`src/rtl/sram_param_if.sv`:
```
// Request/response bus of the parameterised SRAM.
// The master issues requests; the slave (the SRAM) answers read data and errors.
interface sram_param_if #(
    parameter int DATA_W = 8,
    parameter int ADDR_W = 8
);
    logic                  req_valid;
    logic                  req_ready;
    logic                  rw;
    logic [ADDR_W-1:0]     addr;
    logic [DATA_W-1:0]     din;
    logic [DATA_W/8-1:0]   wbe;
    logic                  rsp_valid;
    logic [DATA_W-1:0]     dataout;
    logic                  err;

    modport master (
        output req_valid, rw, addr, din, wbe,
        input  req_ready, rsp_valid, dataout, err
    );

    modport slave (
        input  req_valid, rw, addr, din, wbe,
        output req_ready, rsp_valid, dataout, err
    );
endinterface

```
`src/rtl/sram_param.sv`:
```
// Single-port SRAM with byte write enables, a zeroing sweep after reset or clear,
// one-cycle read latency and an error pulse for addresses beyond DEPTH.
module sram_param #(
    parameter int DATA_W = 8,
    parameter int ADDR_W = 8,
    parameter int DEPTH  = 256
) (
    input  logic         clk,
    input  logic         rst,
    input  logic         clear,
    output logic         init_done,
    sram_param_if.slave  bus
);
    localparam int                NB      = DATA_W / 8;
    localparam logic [ADDR_W:0]   DEPTH_L = (ADDR_W + 1)'(DEPTH);
    localparam logic [ADDR_W-1:0] LAST    = ADDR_W'(DEPTH - 1);

    typedef enum logic {
        INIT = 1'b0,
        IDLE = 1'b1
    } state_t;

    state_t              state_q, state_d;
    logic [ADDR_W-1:0]   cnt_q, cnt_d;
    logic [DATA_W-1:0]   mem_q [DEPTH];
    logic                rsp_valid_q;
    logic                err_q;
    logic [DATA_W-1:0]   dout_q;
    logic                ready;
    logic                acc;
    logic                in_range;

    // Zero-extend so the compare also works when DEPTH == 2**ADDR_W.
    assign in_range = ({1'b0, bus.addr} < DEPTH_L);
    assign acc      = bus.req_valid && ready;

    assign bus.req_ready = ready;
    assign bus.rsp_valid = rsp_valid_q;
    assign bus.err       = err_q;
    assign bus.dataout   = dout_q;

    // State and sweep counter register.
    always_ff @(posedge clk) begin
        if (!rst) begin
            state_q <= INIT;
            cnt_q   <= '0;
        end else begin
            state_q <= state_d;
            cnt_q   <= cnt_d;
        end
    end

    // Next state: sweep one word per cycle in INIT; clear restarts the sweep from IDLE.
    always_comb begin
        state_d   = state_q;
        cnt_d     = cnt_q;
        ready     = 1'b0;
        init_done = 1'b0;
        case (state_q)
            INIT: begin
                if (cnt_q == LAST) begin
                    state_d = IDLE;
                    cnt_d   = '0;
                end else begin
                    cnt_d = cnt_q + 1'b1;
                end
            end
            IDLE: begin
                ready     = 1'b1;
                init_done = 1'b1;
                if (clear) begin
                    state_d = INIT;
                    cnt_d   = '0;
                end
            end
            default: begin
                state_d = INIT;
                cnt_d   = '0;
            end
        endcase
    end

    // Storage: no reset, contents become zero only through the sweep.
    // A write accepted together with clear lands first, then the sweep wipes it.
    always_ff @(posedge clk) begin
        if (rst) begin
            if (state_q == INIT) begin
                mem_q[cnt_q] <= '0;
            end else if (acc && bus.rw && in_range) begin
                for (int b = 0; b < NB; b++) begin
                    if (bus.wbe[b]) mem_q[bus.addr][8*b +: 8] <= bus.din[8*b +: 8];
                end
            end
        end
    end

    // Response path: registered read data, out-of-range reads return zero.
    always_ff @(posedge clk) begin
        if (!rst) begin
            rsp_valid_q <= 1'b0;
            err_q       <= 1'b0;
            dout_q      <= '0;
        end else begin
            rsp_valid_q <= acc && !bus.rw;
            err_q       <= acc && !in_range;
            if (acc && !bus.rw) dout_q <= in_range ? mem_q[bus.addr] : '0;
        end
    end
endmodule

```
`src/flat_wrapper.sv`:
```
// flat-port wrapper written by rule: the top's interface ports become plain ports
module sram_param_flat 
#(
    parameter int DATA_W = 8,
    parameter int ADDR_W = 8,
    parameter int DEPTH  = 256
)
  (clk, rst, clear, init_done, bus_req_valid, bus_rw, bus_addr, bus_din, bus_wbe, bus_req_ready, bus_rsp_valid, bus_dataout, bus_err);
  sram_param_if #(.DATA_W(DATA_W), .ADDR_W(ADDR_W)) bus_i ();
  input  logic clk;
  input  logic rst;
  input  logic clear;
  output logic init_done;
  input wire logic [$bits(bus_i.req_valid)-1:0] bus_req_valid;
  input wire logic [$bits(bus_i.rw)-1:0] bus_rw;
  input wire logic [$bits(bus_i.addr)-1:0] bus_addr;
  input wire logic [$bits(bus_i.din)-1:0] bus_din;
  input wire logic [$bits(bus_i.wbe)-1:0] bus_wbe;
  output wire logic [$bits(bus_i.req_ready)-1:0] bus_req_ready;
  output wire logic [$bits(bus_i.rsp_valid)-1:0] bus_rsp_valid;
  output wire logic [$bits(bus_i.dataout)-1:0] bus_dataout;
  output wire logic [$bits(bus_i.err)-1:0] bus_err;
  assign bus_i.req_valid = bus_req_valid;
  assign bus_i.rw = bus_rw;
  assign bus_i.addr = bus_addr;
  assign bus_i.din = bus_din;
  assign bus_i.wbe = bus_wbe;
  assign bus_req_ready = bus_i.req_ready;
  assign bus_rsp_valid = bus_i.rsp_valid;
  assign bus_dataout = bus_i.dataout;
  assign bus_err = bus_i.err;
  sram_param #(.DATA_W(DATA_W), .ADDR_W(ADDR_W), .DEPTH(DEPTH)) u_core (.clk(clk), .rst(rst), .clear(clear), .init_done(init_done), .bus(bus_i));
endmodule
```
`config.mk`:
```
export PLATFORM = sky130hd
export DESIGN_NAME = sram_param_flat
export DESIGN_NICKNAME = d
export VERILOG_FILES = /design/src/rtl/sram_param_if.sv /design/src/rtl/sram_param.sv /design/src/flat_wrapper.sv
export SDC_FILE = /design/constraint.sdc
export NUM_CORES = 2
export LEC_CHECK = 0
export BUFFER_PORTS_ARGS = -buffer_cell sky130_fd_sc_hd__buf_2
export CELL_PAD_IN_SITES_DETAIL_PLACEMENT = 1
export CELL_PAD_IN_SITES_GLOBAL_PLACEMENT = 1
export CORE_MARGIN = 2
export CORE_UTILIZATION = 30
export DETAILED_ROUTE_END_ITERATION = 10
export GPL_TIMING_DRIVEN = 0
export PLACE_DENSITY_LB_ADDON = 0.3
export SLEW_MARGIN = 20
export SYNTH_ARGS = -nofsm -noshare
export SYNTH_HDL_FRONTEND = slang
export SYNTH_SLANG_ARGS = --single-unit
```
`constraint.sdc`:
```
create_clock -name clk -period 7.7 [get_ports clk]
set_clock_uncertainty 0.2 [all_clocks]
set_input_delay 0.385 -clock clk [delete_from_list [all_inputs] [get_ports clk]]
set_output_delay 0.385 -clock clk [all_outputs]
set_load 0.02 [all_outputs]
```
==> After elaboration in Yosys (flattened, before gate mapping) <==
Memories as Yosys holds them, arrays and structs flattened. A register that Yosys moved wholly into a read port is not among the register bits.
Index checks and enable logic that the tools add are counted.
{ "classes": {"n_addsub": 1, "eq_ne": 2, "mux": 18, "bitwise_logic": 1, "reduce_logical": 6} }
{ "ops": {"columns": ["cell", "n"], "rows": [
  ["$mux W8", 4],
  ["$pmux W8 S2", 1],
  ["$mux W1", 12],
  ["$add A8 B1 Y8 const B", 1],
  ["$eq A8 B8 Y1 const B", 1],
  ["$reduce_or A8 Y1", 1],
  ["$logic_and A1 B1 Y1", 3],
  ["$logic_not A1 Y1", 2],
  ["$ne A2 B2 Y1 const B", 1],
  ["$pmux W1 S2", 1],
  ["$not A1 Y1", 1]
]} }
{ "word_totals": {"ff_bits": 10, "ramBits": 2048, "input_bits": 22, "out_inout_bits": 12, "wordCells": 32, "n_memories": 1} }
{ "mem_list": {"columns": ["name", "depth", "width", "read_ports", "rd_ports_with_merged_regs", "write_ports", "line_no", "text"], "rows": [
  ["u_core.mem_q", 256, 8, 1, 1, 1, "sram_param.sv:25", "logic [DATA_W-1:0] mem_q [DEPTH];"]
]} }

==> Logic depth before layout (Yosys ltp) <==
{ "depth": {"word_depth": 9, "depth_mapped": 12, "ltp_nobuf": 7} }

==> Worst setup path after synthesis <==
OpenSTA, ideal clock, no wires.
{ "synth_path": {"kind": "reg2reg", "from": "register u_core.state_q", "to": "memory u_core.mem_q[0][0], data pin", "setup_ns": 0.869, "arrival_time_ns": 4.594, "required_time_ns": 6.631, "slack_ns": 2.036, "stages_incl_launch_ff": 7, "path_buffers": 3, "path_cell_list": "dfxtp_1 buf_2 nand2_1 nor2b_1 buf_2 clkbuf_1 and2_1"} }
{ "synth_between": {"elab_chain_len": 9} }
{ "synth_lines": {"columns": ["item", "line_no", "text"], "rows": [
  ["start, declared", "sram_param.sv:23", "state_t state_q, state_d;"],
  ["start signal, assigned", "sram_param.sv:48", "state_q <= state_d;"],
  ["$mux W1", "sram_param.sv:59", "case (state_q)"],
  ["$logic_and A1 B1 Y1", "sram_param.sv:35", "assign acc = bus.req_valid && ready;"],
  ["$logic_and A1 B1 Y1", "sram_param.sv:89", "end else if (acc && bus.rw && in_range) begin"],
  ["$mux W1", "sram_param.sv:89", null],
  ["$mux W1 (*)", "sram_param.sv:87", "if (state_q == INIT) begin"],
  ["$mux W1 (*)", "sram_param.sv:86", "if (rst) begin"],
  ["$mux W1 (implied by the code) (*)", "sram_param.sv:91", "if (bus.wbe[b]) mem_q[bus.addr][8*b +: 8] <= bus.din[8*b +: 8];"],
  ["$reduce_or A8 Y1 (no source line) (*)", null, null],
  ["$mux W8 (no source line) (*)", null, null],
  ["end, declared", "sram_param.sv:25", null]
]} }
Every way passes the cells marked *; elsewhere a longest branch is shown, timed or not.

==> Worst setup path after layout <==
{ "layout_path": {"from": "register u_core.state_q", "to": "memory u_core.mem_q[81][2], enable pin"} }
{ "layout_between": {"elab_chain_len": 9, "word_cells_on_any_way": 13, "cone_classes": "mux (10); reduce/logical (3)"} }
{ "layout_lines": {"columns": ["item", "line_no"], "rows": [
  ["$mux W1", "sram_param.sv:59"],
  ["$logic_and A1 B1 Y1", "sram_param.sv:35"],
  ["$logic_and A1 B1 Y1", "sram_param.sv:89"],
  ["$mux W1", "sram_param.sv:89"],
  ["$mux W1", "sram_param.sv:87"],
  ["$mux W1", "sram_param.sv:86"],
  ["$mux W1 (implied by the code)", "sram_param.sv:91"],
  ["$reduce_or A8 Y1 (no source line)", null],
  ["$mux W8 (no source line) / $mux W1 (equally long branches)", null]
]} }
Several ways; a longest one is shown, not always the timed one.

==> results.md <==
- Die W: 524.0 um
- Maximum vdd drop: 0.2503 mV
- Highest clock rate: ~210 MHz
- CP arrival: 5020 ps
- Final setup fails: 0
- CTS tree: built
- Total power draw: 23,470 uW
- Nature of the critical path endpoint: flop
- RSZ-0062 raised after global routing: no
- Wire per inst: around 33 um
- Number of remaining DRC errors: 0
- Initial DRT Pass Iterations: 5
- Final HPWL DP: between 150,000 and 200,000 um
- Synth warn: 0
- Switching Share: 21.58%
- CP Max Fanout: 10
- Kind of critical path: flop to flop
- Switching Power: 5065 uW
- Clock Sinks: around 2,100
- Fin crit share: between 60% and 70%
- Post-synth net total: 4,076
- First-pass GRT wire length: about 370,000 um
- Dominant synthesized flop cell: edfxtp_1
- Post-Synthesis Cells: ~4,100
- Hold WC Path Type: input port to flop
- Top cell type's share of synthesized area: between 70% and 80%
- Post-CTS Repair Setup Buffers: 0
- Fin. max-slew vios: 0
- TNS Setup: 0 ps
- Worst path required time: ~8000 ps
- CP Launch Type: flop
- Fillers: approximately 26,000
- Met2 Track Usage GR: a little under a third
- Pin count of the biggest net entering global routing: 73
- Gr ovfl total: 0
- Worst-margin pin slew: about 1200 ps
- Routed Antenna Nets: 0
- 1st-iter DRT viols: about 4,800
- Combinational Power Share: under 10%
- Die Footprint: 274,600 um^2
- Routed wire length: 267,800 um
- Htree depth: 4
- Post-synth cell types: 64
- EDFF count, synth: around 2,000
- Cells after DPL: 7,683
- CTS root buf: clkbuf_16
- Share of layout cells above drive strength 1: around 25%
- GR peak layer: met2
- Largest family of logic cells by synthesized area: multiplexers
- Vias per std cell: about 5.3
- Pwr per Cell Area: between 200 and 250 nW/um^2
- Lkg Pwr: between 0.02 and 0.025 uW
- Total CTS buffers: 215
- Mux cell area share after synthesis: between 10% and 20%
- Avg Cell Area, Syn: 20.02 um^2
- Die span in y: between 500 and 600 um
- Seq pwr share: about half
- Vias in the first global route: roughly 44,000
- Simple-gate area share of the yosys netlist: 2.978%
- Internal Power: between 15,000 and 20,000 uW
- Most common cell after layout, fill and taps aside: edfxtp_1
- Status: finished, final reports clean
- Post-Layout Cell Count: 8,108
- Post-synth top area cell: edfxtp_1
- CP max stage cell: nor2_1
- Fin crit period: between 4000 and 5000 ps
- Initial antenna violation count: 16
- Synth Area in Compound Gates: under 10%
- Max incr delay on CP: between 700 and 800 ps
- Clock buffer depth: 3
- Placement row count: 190
- Layout area overhead: 16.10%
- Cell area after layout: between 90,000 and 100,000 um^2
- Fin. Hold Viols: 0
- Clk_lat worst skew: between 800 and 900 ps
- Met3 usage: under 10%
- CP Buf/Inv Count: 4
- Post-Place Cell Area: slightly below 90,000 um^2
- Asr flop ratio synth: 0%
- Crit-path cells: buf_2 > nand2_1 > nor2b_1 > buf_2 > o31ai_1 > nand2b_1 > nand2b_1 > clkbuf_2 > buf_12 > nor2_1
- Post-layout nets: ~4,400
- Flops & latches, synth: 2,066
- CORE AREA: approximately 270,000 um^2
- Clk slew on worst S/H paths: about 60 ps
- Clk pwr share: between 40% and 50%
- Family with the most delay on the worst path: simple AND/OR/NAND/NOR gates
- Max transition margin: 16.44%
- GR Util All Layers: 19.37%
- Number of I/O pins: 34
- Max Cap Viol: 0
- Adder-Cell Fraction of Synth Area: 0.01542%
- Synth area leaders: edfxtp_1 (76%), mux4_2 (9.3%), mux2_2 (3.2%), mux2i_1 (2.3%), nor2_1 (1.4%)
- Synth Area in XOR/XNOR: 0%
- Total number of vias: about 43,000
- Initial Util: a little under a third
- Commonest cells after routing, fill and taps aside: edfxtp_1 (2,048), mux4_2 (336), nor2_1 (302)
- Port bufs: 30
- Final Wtd Congestion: 0.8986
- Mapped Area: roughly 81,000 um^2
- Seq/Total Area, Yosys: 76.25%
- M1 GR Usage: roughly a quarter
## worst reg2reg max path, stage by stage (launching register included)
cell and delay (ps):
dfxtp_1 400, buf_2 220, nand2_1 210, nor2b_1 110, buf_2 200, o31ai_1 630, nand2b_1 540, nand2b_1 580
clkbuf_2 310, buf_12 190, nor2_1 770
## through the flow
step | setup slack [ps] | util (%) | hold WS (ps)
after floorplan | 2036 | - | 272.8
after global placement | -3754 | 31.94 | 343.2
after detailed placement | 2447 | 32.41 | 352.2
after CTS | 2888 | 35.08 | 15.87
after global routing | 2814 | 35.09 | 18.06
final | 2954 | 35.09 | 89.53
## cell type report
cell class	instances	area [um^2]	area share [%]
Antenna cell	10	25.02	0.02657
Buffer	244	1605	1.704
Clock buffer	275	5729	6.083
Clock inverter	127	1299	1.379
Inverter	6	22.52	0.02391
Multi-Input combinational cell	1737	17710	18.80
Sequential cell	2066	61860	65.68
Tap cell	3552	4444	4.719
Timing Repair Buffer	91	1491	1.583
## power by group through the flow
| stage | Clock, uW | Sequential (uW) | Combinational [uW] |
|---|---|---|---|
| 2_1_floorplan | 0 | 12400 | 401 |
| 3_3_place_gp | 0 | 12400 | 765 |
| 3_5_place_dp | 0 | 12400 | 777 |
| 4_1_cts | 10600 | 12200 | 785 |
| 5_1_grt | 11000 | 12200 | 801 |
| 6_report | 10500 | 12200 | 788 |
## cells by family after synthesis
group | Yosys count
multiplexers | 753
flip-flops | 2066
AND/OR/NAND/NOR | 533
other | 1
AO/OA/AOI/OAI | 449
buffers and inverters | 250
adder cells (fa/ha/maj) | 1
## worst paths after layout
check | start | to | slack (ps) | cells past startpoint
setup / recovery | u_core.state_q | u_core.mem_q[81][2] | 2950 | 10
hold / removal | bus_req_valid | u_core.bus.rsp_valid | 90 | 3
setup reg to reg | u_core.state_q | u_core.mem_q[81][2] | 2950 | 10
hold reg to reg | u_core.cnt_q[1] | u_core.cnt_q[1] | 360 | 2
## synthesized netlist by cell type, drive strengths merged (7+ instances only)
cell,instances
mux2i,190
o22ai,146
and2,12
nor3,12
a2111oi,11
o22a,7
a21boi,7
nand4,9
o21ai,39
mux4,336
nand3,22
nand2,76
o311a,7
o21a,8
a211oi,8
a221oi,16
o31ai,12
and3,7
o211ai,8
a22oi,21
nor2,312
clkbuf,85
a32oi,16
mux2,227
dfxtp,18
or4,15
nand3b,7
a22o,20
a31oi,12
o221ai,61
nand2b,25
a21oi,38
edfxtp,2048
buf,159
o41ai,7
## metal layers
layer  routed length, um  share of wire [%]
met5                  15             0.0056
met4               10230                3.8
met3               17640                6.6
met2              130200                 49
met1              109800                 41
## state kept, by name, indices dropped and copies added (netlist names)
name,count
u_core.bus.rsp_valid,1
u_core.state_q,1
u_core.bus.dataout,8
u_core.mem_q,2048
u_core.cnt_q,8
## what timing repair did
item,4_1_cts,5_1_grt
endpoints found under the setup margin,0,0
endpoints found under the hold margin,375,0
gates resized for setup,0,0
hold buffers,13,0
Power figures use the tool's default switching activity.
